$ cat config.mk
export PLATFORM = sky130hd
export DESIGN_NAME = fifo_wr_arbiter
export DESIGN_NICKNAME = d
export VERILOG_FILES = /design/src/rtl/fifo_wr_arbiter.sv
export SDC_FILE = /design/constraint.sdc
export NUM_CORES = 1
export LEC_CHECK = 0
export CORE_UTILIZATION = 40
export DETAILED_ROUTE_END_ITERATION = 10
export PLACE_DENSITY = 0.72
export SYNTH_ARGS = -nofsm -noshare
export SYNTH_HDL_FRONTEND = slang
export SYNTH_SLANG_ARGS = --single-unit
export TNS_END_PERCENT = 20
$ cat constraint.sdc
create_clock -name clk -period 2.2 [get_ports clk]
set_input_delay 0.44 -clock clk [delete_from_list [all_inputs] [get_ports clk]]
set_output_delay 0.44 -clock clk [all_outputs]
set_load 0.01 [all_outputs]
$ cat src/rtl/fifo_wr_arbiter.sv
// Round-robin arbiter that moves words from NREQ requesters into one synchronous FIFO, in bursts of up to MAX_BURST.
// Latency: one IDLE arbitration cycle per grant, then writes land the same cycle as ack; fifo_full stalls the owner in place.
module fifo_wr_arbiter #(
    parameter int DATA_W    = 8,
    parameter int NREQ      = 4,
    parameter int MAX_BURST = 4
) (
    input  logic                   clk,
    input  logic                   rst,
    input  logic [NREQ-1:0]        req,
    input  logic [NREQ*DATA_W-1:0] req_data,
    output logic [NREQ-1:0]        ack,
    input  logic                   fifo_full,
    output logic                   fifo_wr,
    output logic [DATA_W-1:0]      fifo_data,
    output logic [1:0]             grant_id,
    output logic                   busy,
    output logic [15:0]            word_cnt
);

    typedef enum logic {IDLE, BURST} state_t;

    state_t      state_q, state_d;
    logic [1:0]  owner_q, owner_d;
    logic [1:0]  last_q, last_d;
    logic [3:0]  bcnt_q, bcnt_d;
    logic [15:0] wcnt_q;

    logic              in_burst;
    logic              wr_int;
    logic [1:0]        rr_idx;
    logic [1:0]        rr_pick;
    logic              rr_found;
    logic [DATA_W-1:0] own_data;

    // Reset gates every output combinationally, so nothing leaks while rst is low.
    assign in_burst = rst && (state_q == BURST);
    assign wr_int   = in_burst && req[owner_q] && !fifo_full;

    // Search starts just after the previous owner and wraps modulo NREQ.
    always_comb begin
        rr_idx   = last_q;
        rr_pick  = last_q;
        rr_found = 1'b0;
        for (int i = 1; i <= NREQ; i++) begin
            rr_idx = last_q + 2'(i);
            if (!rr_found && req[rr_idx]) begin
                rr_pick  = rr_idx;
                rr_found = 1'b1;
            end
        end
    end

    always_comb begin
        own_data = '0;
        for (int i = 0; i < NREQ; i++) begin
            if (owner_q == 2'(i)) begin
                own_data = req_data[i*DATA_W +: DATA_W];
            end
        end
    end

    always_comb begin
        state_d = state_q;
        owner_d = owner_q;
        last_d  = last_q;
        bcnt_d  = bcnt_q;
        case (state_q)
            IDLE: begin
                if (rr_found) begin
                    owner_d = rr_pick;
                    bcnt_d  = 4'd0;
                    state_d = BURST;
                end
            end
            BURST: begin
                if (!req[owner_q]) begin
                    state_d = IDLE;
                    last_d  = owner_q;
                end else if (wr_int) begin
                    bcnt_d = bcnt_q + 4'd1;
                    if (bcnt_q == 4'(MAX_BURST - 1)) begin
                        state_d = IDLE;
                        last_d  = owner_q;
                    end
                end
            end
            default: state_d = IDLE;
        endcase
    end

    always_ff @(posedge clk) begin
        if (!rst) begin
            state_q <= IDLE;
            owner_q <= 2'd0;
            last_q  <= 2'(NREQ - 1);
            bcnt_q  <= 4'd0;
            wcnt_q  <= 16'd0;
        end else begin
            state_q <= state_d;
            owner_q <= owner_d;
            last_q  <= last_d;
            bcnt_q  <= bcnt_d;
            if (wr_int && (wcnt_q != 16'hFFFF)) begin
                wcnt_q <= wcnt_q + 16'd1;
            end
        end
    end

    always_comb begin
        ack          = '0;
        ack[owner_q] = wr_int;
    end

    assign fifo_wr   = wr_int;
    assign fifo_data = in_burst ? own_data : '0;
    assign grant_id  = rst ? owner_q : 2'd0;
    assign busy      = in_burst;
    assign word_cnt  = rst ? wcnt_q : 16'd0;

endmodule

# Word level (Yosys, flattened, before mapping)
# Cells that the tools add are included.
# totals
reg_bits	25
input_bits	39
output_inout_bits	32
elab_cells	83
# classes
n_addsub	5
order_cmp	6
mux	39
bitwise	2
n_eq_ne	10
reduce_logical	16
# op_table
cell	count
two-way mux 8 bit	5
adder 16 x 1 -> 16 bit (second input constant)	1
two-way mux 16 bit	1
two-way mux 2 bit	8
inequality test 16 bit (second input constant)	1
< comparator 2 x 3 -> 1 bit (second input constant)	5
two-way mux 1 bit	14
two-way mux 4 bit	3
binary-select mux 1 bit (select 2 bit)	5
logical AND 1 bit	8
one-hot mux 4 bit (2 select lines)	1
inequality test 2 x 1 -> 1 bit (second input constant)	3
AND reduction 3 bit	2
adder 2 bit (second input constant)	2
adder 4 x 1 -> 4 bit (second input constant)	1
bitwise AND 4 bit	1
== test 2 bit (second input constant)	2
== test 4 x 2 -> 1 bit (second input constant)	1
logical NOT 1 bit	4
inequality test 2 bit (second input constant)	2
adder 2 x 1 -> 2 bit (second input constant)	1
demux 1 bit (select 2 bit)	1
== test 2 x 1 -> 1 bit (second input constant)	1
>= comparator 2 x 1 -> 1 bit (second input constant)	1
4 further kinds	4

# Depth between registers and ports, before layout
# Gate-level depths: netlist of the first run.
# depth
word_depth	15
ltp_mapped	7

# Worst setup path after synthesis of the first run
# Ideal clock, no wire load.
# synth_timing
path_kind	reg-to-reg
startpoint	register wcnt_q[0]
endpoint	register wcnt_q[9]
path_stages_with_launch	8
t_arrival_ns	1.677
slack_ns	0.403
period_less_slack_ns	1.797
path_buffers	2
t_required_ns	2.079
path_cell_list	dfxtp_1 ha_1 and3_1 and4_1 buf_2 buf_4 nor3_1 mux2_2
# synth_via
elab_chain_cells	2
word_cells_on_any_way	3
# synth_rtl
item	line	text
from (decl)	27	logic [15:0] wcnt_q;
from (signal assigned)	105	wcnt_q <= wcnt_q + 16'd1;
parallel branches: the longest is 2 deep, another holds adder 16 x 1 -> 16 bit	-	
# Several ways; the timed one is not identified.
# A chain may end at the register's enable or synchronous reset.

# Final worst setup path of the first run
# layout_timing
startpoint	input port req[3]
endpoint	output port fifo_wr
# layout_via
elab_chain_cells	4
# layout_rtl
item	line	text
from (decl)	10	input logic [NREQ-1:0] req,
binary-select mux 1 bit (select 2 bit)	38	assign wr_int = in_burst && req[owner_q] && !fifo_full;
two-way mux 1 bit (implied by the code)	38	
logical AND 1 bit (2 in series)	38	
to (decl)	14	output logic fifo_wr,
# No other way between the ends. The select of a mux whose other input is x is not followed.

==> results of run 1 <==
## per-layer routing
metal  global-route usage (%)  share of wire, %  wire length [µm]  vias to the layer above
met1                     28.2                46              2260                      850
met4                     4.69              0.78                38                        0
met3                     4.83               8.4               410                        2
li1                         -                 -                 -                      927
met5                        0                 0                 0                        -
met2                     34.3                45              2180                       66
## cell families after synthesis
kind of cell	Yosys count	share of synthesized area [%]
flops	25	28.3
simple gates	97	32.5
buf+inv	25	6.87
fa+ha+maj	2	1.42
mux	16	16.7
compound gates	37	14.2
## worst reg2reg max path, stage by stage (launching register included)
cell and delay (ns):
dfxtp_4 0.37, clkbuf_16 0.16, mux4_2 0.38, nand2_4 0.05, buf_4 0.19, nor4_2 0.34, mux2_2 0.36
## worst paths after layout
kind / start / to / slack, ns / cells after the start
worst max-delay path: req[3] / fifo_wr / 0.03 / 5
worst max register to register: owner_q[0]$_SDFFE_PN0P_ / wcnt_q[11]$_SDFFE_PN0P_ / 0.24 / 6
worst min-delay path: bcnt_q[1]$_SDFFE_PN0P_ / bcnt_q[1]$_SDFFE_PN0P_ / 0.49 / 2
worst min register to register: bcnt_q[1]$_SDFFE_PN0P_ / bcnt_q[1]$_SDFFE_PN0P_ / 0.49 / 2
## synthesized netlist by cell type (2+ instances only)
| cell type | number |
|---|---|
| nand2_1 | 10 |
| and2_1 | 19 |
| nor3b_1 | 2 |
| nand3b_1 | 2 |
| mux4_1 | 4 |
| nand2b_1 | 2 |
| nor2b_1 | 8 |
| or4_1 | 5 |
| a31oi_1 | 2 |
| nor4_1 | 2 |
| o31ai_1 | 8 |
| o21ai_0 | 5 |
| o41ai_1 | 3 |
| mux2_2 | 6 |
| nand4_1 | 4 |
| and4_1 | 5 |
| or3_1 | 3 |
| mux4_2 | 5 |
| dfxtp_1 | 25 |
| o211ai_1 | 2 |
| inv_1 | 9 |
| buf_2 | 6 |
| nor3_1 | 6 |
| ha_1 | 2 |
| nand3_1 | 8 |
| nor2_1 | 13 |
| a21oi_1 | 9 |
| and3_1 | 3 |
| buf_6 | 2 |
| clkbuf_1 | 5 |
## cell type report
cell class              count  area [µm²]
repair buffers             97         906
well taps                  50        62.6
fillers                   365        1400
flip-flops and latches     25         504
multi-input cells         152        1160
clock buffers               4        45.0
inverters                   9        33.8
## state kept, by name (all words and copies together), names as in the netlist
| register | cells |
|---|---|
| bcnt_q | 4 |
| state_q | 1 |
| wcnt_q | 16 |
| owner_q | 2 |
| last_q | 2 |
## power by group through the flow
stage	clock, mW	sequential (mW)	combinational [mW]
6_report	0.278	0.481	0.327
5_1_grt	0.297	0.482	0.354
4_1_cts	0.285	0.478	0.313
3_5_place_dp	0	0.488	0.320
3_3_place_gp	0	0.488	0.316
2_1_floorplan	0	0.481	0.160
## per-stage QoR
step | cell area, µm² | TNS (ns)
floorplan | 1770 | 0
global placement | 2640 | -4.91
detailed placement | 2640 | -5.64
CTS | 2660 | -0.0165
global route | 2710 | -0.0100
finish | 2710 | 0
## timing repair
item | in CTS | in global routing
setup endpoints to repair | 32 | 9
hold buffers | 0 | 0
pin swaps | 1 | 0
gates cloned | 0 | 1
gates resized for setup | 39 | 13
setup buffers | 0 | 1
==> results.yml, run 1 <==
power_and_ir_drop:
  clkPwrFrac_pct: 25.6
  vdd_drop_max_uv: 359
  p_seq_share_pct: 44.2
  p_leak_nw: 1.18
  p_sw_share_pct: 26.2
  power_mw: 1.09
  power.switching_uw: 285
  p_int_uw: 801
  combPwrFrac_pct: 30.1
  p_per_area_nw_per_um2: 400
worst_setup_path:
  slowest_stage: "mux4_2"
  worst_setup_path_start_kind: "input port"
  cp_max_fo: 2
  crit_path_end_kind: "output pin"
  crit_family: "buffers and inverters"
  arrival_ns: 1.73
  critPathBufInv: 3
  slowest_delay_ns: 0.53
  crit_chain: "clkdlybuf4s50_1 -> mux4_2 -> nand2_4 -> inv_1 -> clkdlybuf4s15_2"
  crit_required_ns: 1.76
  crit_type: "input port to output pin"
final_layout:
  fin_cells: 337
  syn_to_final_growth_pct: 53.6
  layout-drive-gt1-share_pct: 18.5
  mostFrequentLayoutCells: "clkdlybuf4s50_1 (36), dlygate4sd2_1 (26), dfxtp_1 (24), buf_4 (24), and2_1 (19)"
  diodes: 0
  fin_nets: 329
  final_util_pct: 65.9
  final_common_cell: "clkdlybuf4s50_1"
sta:
  fin_skew_ns: 0.00240
  worst_slew_pin_slew_ns: 0.491
  finalWorstSetupSlack_ns: 0.0259
  finalHoldViolCount: 0
  fin_crit_sh_pct: 98.8
  slew_viol_final: 0
  fin_crit_ns: 2.17
  max_freq_ghz: 0.460
  whs_ns: 0.489
  rsz0062_at_grt: "true"
  setup_violations: 0
  relSlewSlack_pct: 67.3
yosys:
  async_flop_share_pct: 0
  synth_area_um2: 1770
  synth_cell_types: 47
  synth_edf_count: 0
  synth_seq_cells: 25
  synth.largest_area_cell: "dfxtp_1"
  netlist_top_cells_area: "dfxtp_1 (28%), and2_1 (6.7%), mux4_2 (6.4%)"
  synthCells: 202
  yosysWarnings: 0
  ys.flop_type: "dfxtp_1"
  syn_nets: 243
  synth_seq_area_share_pct: 28.3
  synth_area_per_cell_um2: 8.74
  synth_top_area_share_pct: 28.3
die:
  start_util_pct: 42.9
  core-area_um2: 4120
  dieWidth_um: 68.4
  fp-row-count: 23
  dieArea_um2: 4680
  io_pins: 71
  die_h_um: 68.4
cts:
  cts_buffers: 3
  clock_sinks: 25
  clockBufferDepth: 2
  clk_pin_slew_ns: 0.09
  clock_latency_ns: 0.27
  root_buffer: "clkbuf_8"
  cts_tree: "done"
  htree_num_levels: 1
flow_run:
  max_cap_viol_count: 0
global_routing:
  grt_pass1_wl_um: 7480
  grt_pass1_vias: 1616
  grtUsageTotal_pct: 21.1
  overflow: 0
  grt_max_degree: 19
  antenna_found_initial: 0
detailed_routing:
  num_vias: 1845
  wirelength_um: 4890
  viasPerCell: 5.47
  antenna_left: 0
  dr.pass1.iters: 4
  wl_per_cell_um: 14.5
  drt-initial-drc-count: 49
  drc: 0
placement:
  place.gp.congestion: 0.843
  pre_cts_slack_ns: -0.274
  dp.cells: 331
  port_buffers: 70
  dpl.hpwl_um: 3750
hold_path:
  hold_path.class: "register to register"
outcome:
  status: "finished clean"
Note: power is estimated with default switching activity, not from simulation.
==> run 2, diff against run 1 <==
--- a/config.mk
+++ b/config.mk
@@ -5,9 +5,9 @@
 export SDC_FILE = /design/constraint.sdc
 export NUM_CORES = 1
 export LEC_CHECK = 0
-export CORE_UTILIZATION = 40
+export CORE_UTILIZATION = 43
 export DETAILED_ROUTE_END_ITERATION = 10
-export PLACE_DENSITY = 0.72
+export PLACE_DENSITY = 0.77
 export SYNTH_ARGS = -nofsm -noshare
 export SYNTH_HDL_FRONTEND = slang
 export SYNTH_SLANG_ARGS = --single-unit
==> results.yml, run 2 (same netlist as run 1, synthesis figures left out) <==
outcome:
  status: "finished clean"
global_routing:
  grt_pass1_vias: 1694
  grtUsageTotal_pct: 23.1
  antenna_found_initial: 0
  grt_pass1_wl_um: 7800
  grt_max_degree: 24
  overflow: 0
die:
  fp-row-count: 22
  die_h_um: 66.1
  start_util_pct: 46.5
  io_pins: 71
  dieWidth_um: 66.1
  core-area_um2: 3800
  dieArea_um2: 4370
cts:
  clockBufferDepth: 2
  cts_tree: "done"
  root_buffer: "clkbuf_8"
  clk_pin_slew_ns: 0.08
  clock_sinks: 25
  htree_num_levels: 1
  clock_latency_ns: 0.27
  cts_buffers: 3
sta:
  slew_viol_final: 0
  whs_ns: 0.489
  fin_crit_sh_pct: 97.9
  relSlewSlack_pct: 64.8
  rsz0062_at_grt: "true"
  finalHoldViolCount: 0
  max_freq_ghz: 0.464
  setup_violations: 0
  finalWorstSetupSlack_ns: 0.0466
  fin_crit_ns: 2.15
  fin_skew_ns: 0.00560
  worst_slew_pin_slew_ns: 0.522
hold_path:
  hold_path.class: "register to register"
final_layout:
  fin_cells: 332
  final_cell_area_um2: 2670
  mostFrequentLayoutCells: "clkdlybuf4s50_1 (56), dfxtp_1 (24), buf_4 (21)"
  syn_to_final_growth_pct: 51.4
  largest_register_ffs: 16
  top_register: "wcnt_q"
  diodes: 0
  fillers: 327
  final_util_pct: 70.4
  layout-drive-gt1-share_pct: 16.5
  final_common_cell: "clkdlybuf4s50_1"
  fin_nets: 326
  top_regs: "wcnt_q: 16 flops, bcnt_q: 4 flops"
worst_setup_path:
  slowest_delay_ns: 0.46
  worst_setup_path_start_kind: "input port"
  critPathBufInv: 2
  arrival_ns: 1.71
  crit_chain: "clkdlybuf4s50_1 -> mux4_2 -> nor2b_1 -> dlygate4sd2_1"
  slowest_stage: "mux4_2"
  crit_type: "input port to output pin"
  crit_path_end_kind: "output pin"
  cp_max_fo: 1
  crit_required_ns: 1.76
  crit_family: "buffers and inverters"
detailed_routing:
  num_vias: 1823
  drc: 0
  viasPerCell: 5.49
  wl_met2_um: 2170
  wl_per_cell_um: 14.4
  wirelength_um: 4780
  met1_length_um: 2270
  antenna_left: 0
  drt-initial-drc-count: 72
  dr.max_layer_used: "met4"
  dr.pass1.iters: 4
  dr_wl_met3_um: 310
placement:
  dpl.hpwl_um: 3720
  pre_cts_slack_ns: -0.286
  dp.cells: 327
  port_buffers: 70
  place.gp.congestion: 0.779
  placed_area_um2: 2640
power_and_ir_drop:
  clkPwrFrac_pct: 25.3
  p_sw_share_pct: 25.7
  vdd_drop_max_uv: 499
  p_int_uw: 794
  power.switching_uw: 275
  p_per_area_nw_per_um2: 400
  combPwrFrac_pct: 29.7
  p_seq_share_pct: 45.0
  p_leak_nw: 1.05
flow_run:
  max_cap_viol_count: 0
## run 2: final timing paths
kind	from	end	slack [ns]	cells past startpoint
worst max-delay path	req_data[27]	fifo_data[3]	0.05	4
worst min-delay path	bcnt_q[1]$_SDFFE_PN0P_	bcnt_q[1]$_SDFFE_PN0P_	0.49	2
worst max register to register	wcnt_q[0]$_SDFFE_PN0P_	wcnt_q[11]$_SDFFE_PN0P_	0.27	5
worst min register to register	bcnt_q[1]$_SDFFE_PN0P_	bcnt_q[1]$_SDFFE_PN0P_	0.49	2
## run 2: layout make-up
class	count	area [µm²]	area share, %
Inverter	9	33.8	1.26
Multi-Input combinational cell	152	1140	42.6
Sequential cell	25	504	18.9
Tap cell	48	60.1	2.25
Clock buffer	4	45.0	1.69
Timing Repair Buffer	94	892	33.4
## run 2: metal layers
metal | vias up | track usage (%)
met4 | 0 | 4.79
li1 | 924 | -
met5 | - | 0
met3 | 2 | 4.66
met1 | 842 | 30.4
met2 | 55 | 38.8
## run 2: stage by stage
step                      TNS, ns  power (mW)
final                           0        1.07
after global routing      -0.0283        1.13
after CTS                       0        1.08
after detailed placement    -6.21       0.811
after global placement      -5.28       0.806
after floorplan                 0       0.641
## run 2: timing repair
item                       in CTS  in global routing
gates resized for setup        21                  4
setup buffers                   0                  1
hold buffers                    0                  0
pin swaps                       1                  0
cloned                          0                  0
setup endpoints to repair      30                  7
## run 2: power by group through the flow
| stage | Clock, mW | Sequential [mW] | Combinational [mW] |
|---|---|---|---|
| after global routing | 0.298 | 0.483 | 0.344 |
| after CTS | 0.280 | 0.482 | 0.314 |
| after floorplan | 0 | 0.481 | 0.160 |
| after detailed placement | 0 | 0.491 | 0.319 |
| after global placement | 0 | 0.491 | 0.315 |
| final | 0.271 | 0.481 | 0.318 |
## run 2: tightest hold or removal path, cell delays in order (launching register included)
cell	delay (ns)
dfxtp_1	0.33
nand2_1	0.06
o31ai_1	0.05
